File: src/rtl/program_counter.sv
// Word-addressed program counter for the instruction-fetch stage.
// Runs a program inside one fixed-size slot of instruction memory. It can sequence, branch
// or jump within that slot, and it traps any attempt to leave it.
module program_counter #(
    parameter int unsigned ADDR_WIDTH = 32,
    parameter int unsigned SLOT_SIZE  = 512,
    parameter int unsigned NUM_SLOTS  = 4,
    parameter int unsigned SLOT_BITS  = 2
) (
    input  logic                  clock,
    input  logic                  reset,
    input  logic                  enable,
    input  logic                  load_slot,
    input  logic [SLOT_BITS-1:0]  slot_sel,
    input  logic                  halt,
    input  logic                  jump,
    input  logic [ADDR_WIDTH-1:0] jump_target,
    input  logic                  branch,
    input  logic [ADDR_WIDTH-1:0] branch_offset,
    output logic [ADDR_WIDTH-1:0] pc,
    output logic [SLOT_BITS-1:0]  slot,
    output logic                  halted,
    output logic                  fault,
    output logic [31:0]           instr_count
);

    localparam int unsigned OffBits = $clog2(SLOT_SIZE);

    typedef enum logic [1:0] {StRun, StHalted, StFault} state_e;

    state_e                state_q, state_d;
    logic [ADDR_WIDTH-1:0] pc_q, pc_d;
    logic [SLOT_BITS-1:0]  slot_q, slot_d;
    logic [31:0]           instr_count_q, instr_count_d;

    logic [ADDR_WIDTH-1:0] base, limit, next_addr;
    logic                  in_range;

    // Slots are power-of-two aligned, so the base is the slot index shifted into the top bits.
    function automatic logic [ADDR_WIDTH-1:0] slot_base(input logic [SLOT_BITS-1:0] s);
        return ADDR_WIDTH'(s) << OffBits;
    endfunction

    // Candidate fetch address and its bounds check against the running slot.
    always_comb begin
        base  = slot_base(slot_q);
        limit = base + ADDR_WIDTH'(SLOT_SIZE - 1);
        if (jump) begin
            next_addr = jump_target;
        end else if (branch) begin
            next_addr = pc_q + ADDR_WIDTH'(1) + branch_offset;
        end else begin
            next_addr = pc_q + ADDR_WIDTH'(1);
        end
        // Unsigned compare: a wrap through zero lands below base and faults.
        in_range = (next_addr >= base) && (next_addr <= limit);
    end

    // State register and datapath flops.
    always_ff @(posedge clock or posedge reset) begin
        if (reset) begin
            state_q       <= StRun;
            pc_q          <= '0;
            slot_q        <= '0;
            instr_count_q <= '0;
        end else begin
            state_q       <= state_d;
            pc_q          <= pc_d;
            slot_q        <= slot_d;
            instr_count_q <= instr_count_d;
        end
    end

    // Next-state logic: load_slot overrides everything, otherwise only RUN with enable advances.
    always_comb begin
        state_d       = state_q;
        pc_d          = pc_q;
        slot_d        = slot_q;
        instr_count_d = instr_count_q;
        if (load_slot) begin
            state_d       = StRun;
            pc_d          = slot_base(slot_sel);
            slot_d        = slot_sel;
            instr_count_d = '0;
        end else if (state_q == StRun && enable) begin
            if (halt) begin
                state_d       = StHalted;
                instr_count_d = instr_count_q + 32'd1;
            end else if (in_range) begin
                pc_d          = next_addr;
                instr_count_d = instr_count_q + 32'd1;
            end else begin
                // pc keeps pointing at the instruction that tried to escape.
                state_d = StFault;
            end
        end
    end

    // Outputs, all taken straight from flops.
    always_comb begin
        pc          = pc_q;
        slot        = slot_q;
        halted      = (state_q == StHalted);
        fault       = (state_q == StFault);
        instr_count = instr_count_q;
    end

    // A requested slot must exist in instruction memory.
    slot_sel_valid_a: assert property (
        @(posedge clock) disable iff (reset) load_slot |-> (32'(slot_sel) < NUM_SLOTS)
    );

endmodule

File: config.mk
export PLATFORM = sky130hd
export DESIGN_NAME = program_counter
export DESIGN_NICKNAME = d
export VERILOG_FILES = /design/src/rtl/program_counter.sv
export SDC_FILE = /design/constraint.sdc
export NUM_CORES = 1
export LEC_CHECK = 0
export ABC_AREA = 0
export BUFFER_PORTS_ARGS = -buffer_cell sky130_fd_sc_hd__clkbuf_2
export CAP_MARGIN = 40
export CORE_MARGIN = 4
export CORE_UTILIZATION = 42
export DETAILED_ROUTE_END_ITERATION = 7
export GPL_ROUTABILITY_DRIVEN = 0
export MAX_ROUTING_LAYER = met4
export PLACE_DENSITY = 0.67
export SETUP_SLACK_MARGIN = 0.4
export SYNTH_ARGS = -nofsm -noshare
export SYNTH_HDL_FRONTEND = slang
export SYNTH_SLANG_ARGS = --single-unit
File: constraint.sdc
create_clock -name clock -period 4.77 [get_ports clock]
set_clock_uncertainty 0.1 [all_clocks]
set_input_delay 0.2385 -clock clock [delete_from_list [all_inputs] [get_ports clock]]
set_output_delay 0.2385 -clock clock [all_outputs]
set_load 0.01 [all_outputs]
==> results of run 1 <==
-- final timing paths --
check	startpoint	end	slack, ps	depth (start not counted)
min	slot_sel[0]	pc[9]	50	3
min reg2reg	state_q[0]	state_q[0]	430	2
max reg2reg	pc[0]	instr_count[5]	-530	24
min in group asynchronous	reset	pc[17]	230	3
max in group asynchronous	reset	pc[2]	3460	5
max	pc[0]	instr_count[5]	-530	24
-- state kept, by name, summed over array words and instances (netlist names) --
register / count
instr_count: 32
state_q: 2
slot: 2
pc: 32
-- cell families (layout without fill, tap and decap cells) --
kind of cell | after synthesis | in the layout | share of synthesized area, %
adders and majority gates | 41 | 41 | 8.09
buffers and inverters | 68 | 425 | 4.30
and+or+nand+nor | 354 | 354 | 29.9
AOI/OAI and AO/OA | 235 | 235 | 22.6
DFF | 68 | 68 | 26.5
xor gates and xnor gates | 42 | 42 | 5.72
muxes | 18 | 18 | 2.92
-- per-stage QoR --
| step | setup TNS [ps] | total power [mW] | cell area, µm² | util [%] |
|---|---|---|---|---|
| 4_1_cts | -17000 | 1.68 | 9890 | 67.0 |
| 3_3_place_gp | -22940 | 0.917 | 8810 | 59.7 |
| 5_1_grt | -41590 | 1.76 | 10100 | 68.5 |
| 6_report | -25160 | 1.70 | 10100 | 68.5 |
| 3_5_place_dp | -28300 | 0.923 | 8830 | 59.9 |
| 2_1_floorplan | -2000 | 0.769 | 6650 | - |
-- metal layers --
layer  track usage [%]  vias up  share of wire [%]
met5                 -        -                  0
met2              46.5      390                 47
met3              4.89      101                7.4
met4              11.2        0                4.2
li1                  -     3783                  -
met1              37.8     3927                 41
-- worst max-delay path: cells and delay by family, from the launching register on --
| family | cells | cell delay, ps |
|---|---|---|
| AOI/OAI and AO/OA | 6 | 1140 |
| xor gates and xnor gates | 2 | 310 |
| adders and majority gates | 2 | 640 |
| buffers and inverters | 2 | 380 |
| DFF | 1 | 430 |
| and+or+nand+nor | 12 | 2230 |
-- layout by cell type (no fill, tap or decap), types with 10 or more instances in the layout --
| cell | netlist | final |
|---|---|---|
| a21oi_1 | 78 | 65 |
| and2_1 | 24 | 24 |
| and3_1 | 20 | 20 |
| buf_4 | 0 | 200 |
| buf_6 | 2 | 30 |
| clkbuf_16 | 0 | 10 |
| clkbuf_2 | 0 | 140 |
| dfrtp_1 | 68 | 59 |
| ha_1 | 40 | 34 |
| inv_1 | 28 | 27 |
| mux2i_1 | 12 | 10 |
| nand2_1 | 73 | 71 |
| nand3_1 | 28 | 25 |
| nand4_1 | 36 | 36 |
| nor2_1 | 68 | 61 |
| nor3_1 | 17 | 12 |
| o21ai_0 | 62 | 47 |
| o21ai_1 | 2 | 14 |
| or3_1 | 27 | 26 |
| xnor2_1 | 31 | 21 |
| xnor2_2 | 0 | 10 |
-- power by group --
part	switching (mW)	total [mW]	internal, mW	leakage [nW]
Sequential	0.00467	0.587	0.582	0.926
Combinational	0.227	0.433	0.206	3.74
Clock	0.244	0.676	0.432	0.153
-- final cells by class --
type                            instances  area [µm²]  share of cell area (%)
Inverter                               29         109                    1.08
Clock buffer                           12         256                    2.54
Sequential cell                        68        1710                    16.9
Timing Repair Buffer                  380        2770                    27.3
Multi-Input combinational cell        690        4990                    49.3
Clock inverter                          4        48.8                   0.483
Tap cell                              184         230                    2.28
-- repair_timing --
action | CTS | global route
buffers inserted | 38 | 7
gates resized for setup | 74 | 45
hold endpoints to repair | 42 | 0
cloned | 5 | 0
pin swaps | 46 | 23
setup endpoints to repair | 65 | 65
hold buffers | 1 | 0
==> flow_metrics.tcl, run 1 <==
set metrics [dict create \
    status "finished with violations" \
    violations "setup timing" \
    grt_max_degree 57 \
    yosysMostFrequentCell "a21oi_1" \
    rsz0062_at_grt "yes" \
    setup_viol 65 \
    numCtsBuffers 9 \
    viasPerCell 6.00 \
    period_share_pct 111 \
    grt_first_pass_wirelength_mm 40.8 \
    synth_edf_count 0 \
    placed_cells 1300 \
    grt_pass1_vias 7856 \
    crit_chain "buf_6 > nand2_8 > nor2_2 > xnor2_2 > ha_1 > a21o_1 > nor2_4 > nor2_2 > nor2_2 > xor2_1 > nor2_1 > a211oi_2 > a21oi_2 > ha_1 > nand2_1 > a211o_1 > nor4_2 > nand4_1 > or4b_1 > and4b_2 > a311oi_4 > clkbuf_16 > or4_4 > a21oi_2" \
    layout.cells.non_filler 1367 \
    fmax_mhz 189 \
    route.antenna.remaining_nets 0 \
    synthCells 826 \
    io_buffer_count 140 \
    wl_per_cell_um 19.0 \
    startpoint_type "flop" \
    synth_ff_type "dfrtp_1" \
    grt-ovfl-total 0 \
    die_h_um 132 \
    detailedRoute.firstPassIterationCount 6 \
    cts_buffer_depth 2 \
    synth_commonest_cells "a21oi_1, nand2_1, dfrtp_1, nor2_1, o21ai_0" \
    cts_tree "built" \
    hold_viol_final 0 \
    max_cap_violations 0 \
    yosysWarnings 0 \
    num_vias 8201 \
    path_class "reg2reg" \
    cp_max_fo 7 \
    drc 0 \
    cts_sinks 68 \
    drive_gt1_share_pct 42.0 \
    worst_slew_margin_rel_pct 47.5 \
    synth.distinct_cells 70 \
    required_ps 4940 \
    num_rows 44 \
    grt.total_usage_pct 29.4 \
    io_pins 141 \
    clkTransAtPathRegs_ps 60 \
    ys_seq_area_share_pct 26.5 \
    htree_levels 3 \
    routed_wirelength_mm 26.0 \
    fillers 1198 \
    critPathSlowestCell "or4_4" \
    tightest_slew_ps 788 \
    p_leak_nw 4.82 \
    layout_setup_ws_ps -526 \
    vdd_ir_drop_max_mv 0.220 \
    ys_seq_elements 68 \
    drtIter0Drc 605 \
    area_growth_pct 57.3 \
    antenna_found_initial 0 \
    period_minus_slack_ps 5300 \
    syn_area_um2 6430 \
    yosysTopAreaCell "dfrtp_1" \
    cp_common_cell "nor2_2" \
    die_w_um 132 \
    fin_nets 1292 \
    ys_async_sr_fraction_pct 100 \
    synth_top_area_share_pct 26.5 \
    arrival_ps 5460 \
    n_antenna_cell 0 \
    clk_latency_ps 340 \
    fp.coreArea_um2 14800 \
    syn-num-nets 940 \
    drv_slew 0 \
    p_per_area_nw_per_um2 168 \
    clock-root-buffer "clkbuf_16" \
    hold_slack_ps 45.6 \
    endpoint_kind "flop" \
    synthTopCellsByArea "dfrtp_1, ha_1, a21oi_1" \
    hold_class "in2reg" \
    max_stage_delay_ps 500 \
    dp_slack_ps -521 \
    start_util_pct 43.6 \
    syn_avg_cell_area_um2 7.78 \
    dp_hpwl_mm 18.7 \
    fp.dieArea_um2 17400 \
]
Note: power is estimated with default switching activity, not from simulation.
==> inputs of run 2 (changes only) <==
ABC_AREA = 1   (was 0)
PLACE_DENSITY = 0.65   (was 0.67)
==> flow_metrics.tcl, run 2 <==
set metrics [dict create \
    status "finished, final reports clean" \
    layout_common_cells "nand2_1, inv_1, nor2_1" \
    final_cell_area_um2 10400 \
    area_growth_pct 29.0 \
    dp_hpwl_mm 22.7 \
    seqCellArea_um2 1720 \
    num_rows 50 \
    yosysMostFrequentCell "nand2_1" \
    io_buffer_count 140 \
    synth_ff_type "dfrtp_1" \
    start_util_pct 42.8 \
    drtIter0Drc 912 \
    layout_commonest_cell "nand2_1" \
    clk_latency_ps 340 \
    fp.dieArea_um2 21400 \
    drv_slew 0 \
    cts_sinks 68 \
    syn-num-nets 1565 \
    yosysTopAreaCell "nand2_1" \
    die_h_um 146 \
    synthCells 1451 \
    cts_buffer_depth 2 \
    grt_max_degree 49 \
    max_cap_violations 0 \
    postPlaceCellArea_um2 8960 \
    fmax_mhz 234 \
    clock-root-buffer "clkbuf_16" \
    p_leak_nw 5.61 \
    detailedRoute.firstPassIterationCount 6 \
    tightest_slew_ps 652 \
    synth_commonest_cells "nand2_1, inv_1, nor2_1" \
    vdd_ir_drop_max_mv 0.197 \
    hold_viol_final 0 \
    grt_first_pass_wirelength_mm 45.0 \
    route.antenna.remaining_nets 0 \
    numCtsBuffers 9 \
    grt.total_usage_pct 26.6 \
    yosysWarnings 0 \
    fin_nets 1739 \
    synth.distinct_cells 36 \
    multi_input_area_um2 5980 \
    clkTransAtPathRegs_ps 60 \
    path_class "reg2reg" \
    power.total_mw 1.88 \
    num_vias 9764 \
    hold_class "in2reg" \
    antenna_found_initial 0 \
    syn_area_um2 8030 \
    ys_seq_area_share_pct 21.2 \
    finalSetupTns_ps 0 \
    drc 0 \
    rsz0062_at_grt "yes" \
    grt_pass1_vias 8868 \
    n_antenna_cell 0 \
    drive_gt1_share_pct 22.7 \
    startpoint_type "flop" \
    wl_per_cell_um 16.0 \
    synth_top_area_share_pct 26.1 \
    ys_async_sr_fraction_pct 100 \
    cts_tree "built" \
    die_w_um 146 \
    synthTopCellsByArea "nand2_1, dfrtp_1, inv_1" \
    period_minus_slack_ps 4270 \
    io_pins 141 \
    cp_max_fo 16 \
    ys_seq_elements 68 \
    grt-ovfl-total 0 \
    hold_slack_ps 41.0 \
    worst_slew_margin_rel_pct 56.6 \
    period_share_pct 89.5 \
    arrival_ps 4400 \
    p_per_area_nw_per_um2 182 \
    htree_levels 3 \
    syn_avg_cell_area_um2 5.53 \
    synth_edf_count 0 \
    required_ps 4900 \
    endpoint_kind "flop" \
    fp.coreArea_um2 18800 \
    setup_viol 0 \
    fillers 1914 \
    viasPerCell 5.24 \
    routed_wirelength_mm 29.8 \
]
[run 2: cell count changes in the layout (fill, tap and decap cells not counted), moves of 19 or more]
cell     previous run  this run
nand3_1            25       136
nor2_4              3        22
nand2_1            71       525
buf_4             200        40
o21ai_0            47        14
or3_1              26         0
inv_1              27       204
a21oi_1            65        32
buf_6              30         2
and3_1             20         0
nor2_1             61       148
nand2_2             1        25
[run 2: metrics by stage]
step	util [%]	worst slack, ps	instances
finish	55.2	499	1864
global route	55.2	214	1864
CTS	50.5	405	1832
detailed placement	47.7	81.0	1806
global placement	47.7	155	1806
floorplan	-	639	1451
[run 2: worst paths after layout]
kind                       slack (ps)              end  cells after the start         from
setup / recovery                  500  instr_count[17]                     26        pc[0]
hold / removal                     40          slot[1]                      3  slot_sel[1]
setup reg to reg                  500  instr_count[17]                     26        pc[0]
hold reg to reg                   430       state_q[1]                      2   state_q[1]
min in group asynchronous         370  instr_count[20]                      3        reset
max in group asynchronous        3090           pc[10]                      4        reset
[run 2: layout make-up]
type / instances / share of cell area, %
inverter: 224 / 8.19
multi-input combinational: 1130 / 57.8
timing repair buffer: 192 / 11.9
tap: 234 / 2.83
sequential: 68 / 16.6
clock inverter: 6 / 0.375
clock buffer: 10 / 2.31
[run 2: logic make-up (layout without fill, tap and decap cells)]
| group | after synthesis | in the layout | share of synthesized area [%] |
|---|---|---|---|
| compound gates | 59 | 59 | 3.94 |
| xor+xnor | 38 | 38 | 4.15 |
| flops | 68 | 68 | 21.2 |
| buf+inv | 255 | 432 | 12.5 |
| fa+ha+maj | 41 | 41 | 6.49 |
| simple gates | 990 | 992 | 51.7 |
[run 2: critical path: stages, from the launching register on]
cell and delay (ps):
dfrtp_1 410, inv_2 80, nor2_4 160, nand3_4 150
buf_4 170, nor2_2 150, nand2_1 90, and2_1 200
ha_1 360, nand2_1 170, inv_1 50, nand2_1 60
nand2_1 90, a21oi_1 270, nor2_1 70, nor2_1 130
nand2_1 60, nand2_1 50, nand3_1 80, a21boi_1 350
nand2_2 120, nor2_2 130, nand3_2 140, nand2_8 190
nand2_8 130, nand2_1 120, nand2_1 60
[run 2: what timing repair did]
action / in CTS / in global routing
gates cloned: 1 / 7
endpoints found under the hold margin: 20 / 0
endpoints found under the setup margin: 64 / 66
pin swaps: 4 / 50
hold buffers: 1 / 0
resized for setup: 25 / 158
setup buffers: 8 / 25
[run 2: layer usage]
layer  global-route usage, %  part of all wire [%]  vias up
met5                       -                     0        -
met4                    7.76                   2.3        0
met3                    2.76                   8.1       53
met2                    42.8                    46      426
met1                    35.7                    43     4458
li1                        -                     -     4827
[run 2: power breakdown]
part / total [mW] / switching, mW / internal, mW
Combinational: 0.624 / 0.384 / 0.240
Clock: 0.631 / 0.266 / 0.365
Sequential: 0.625 / 0.0302 / 0.595
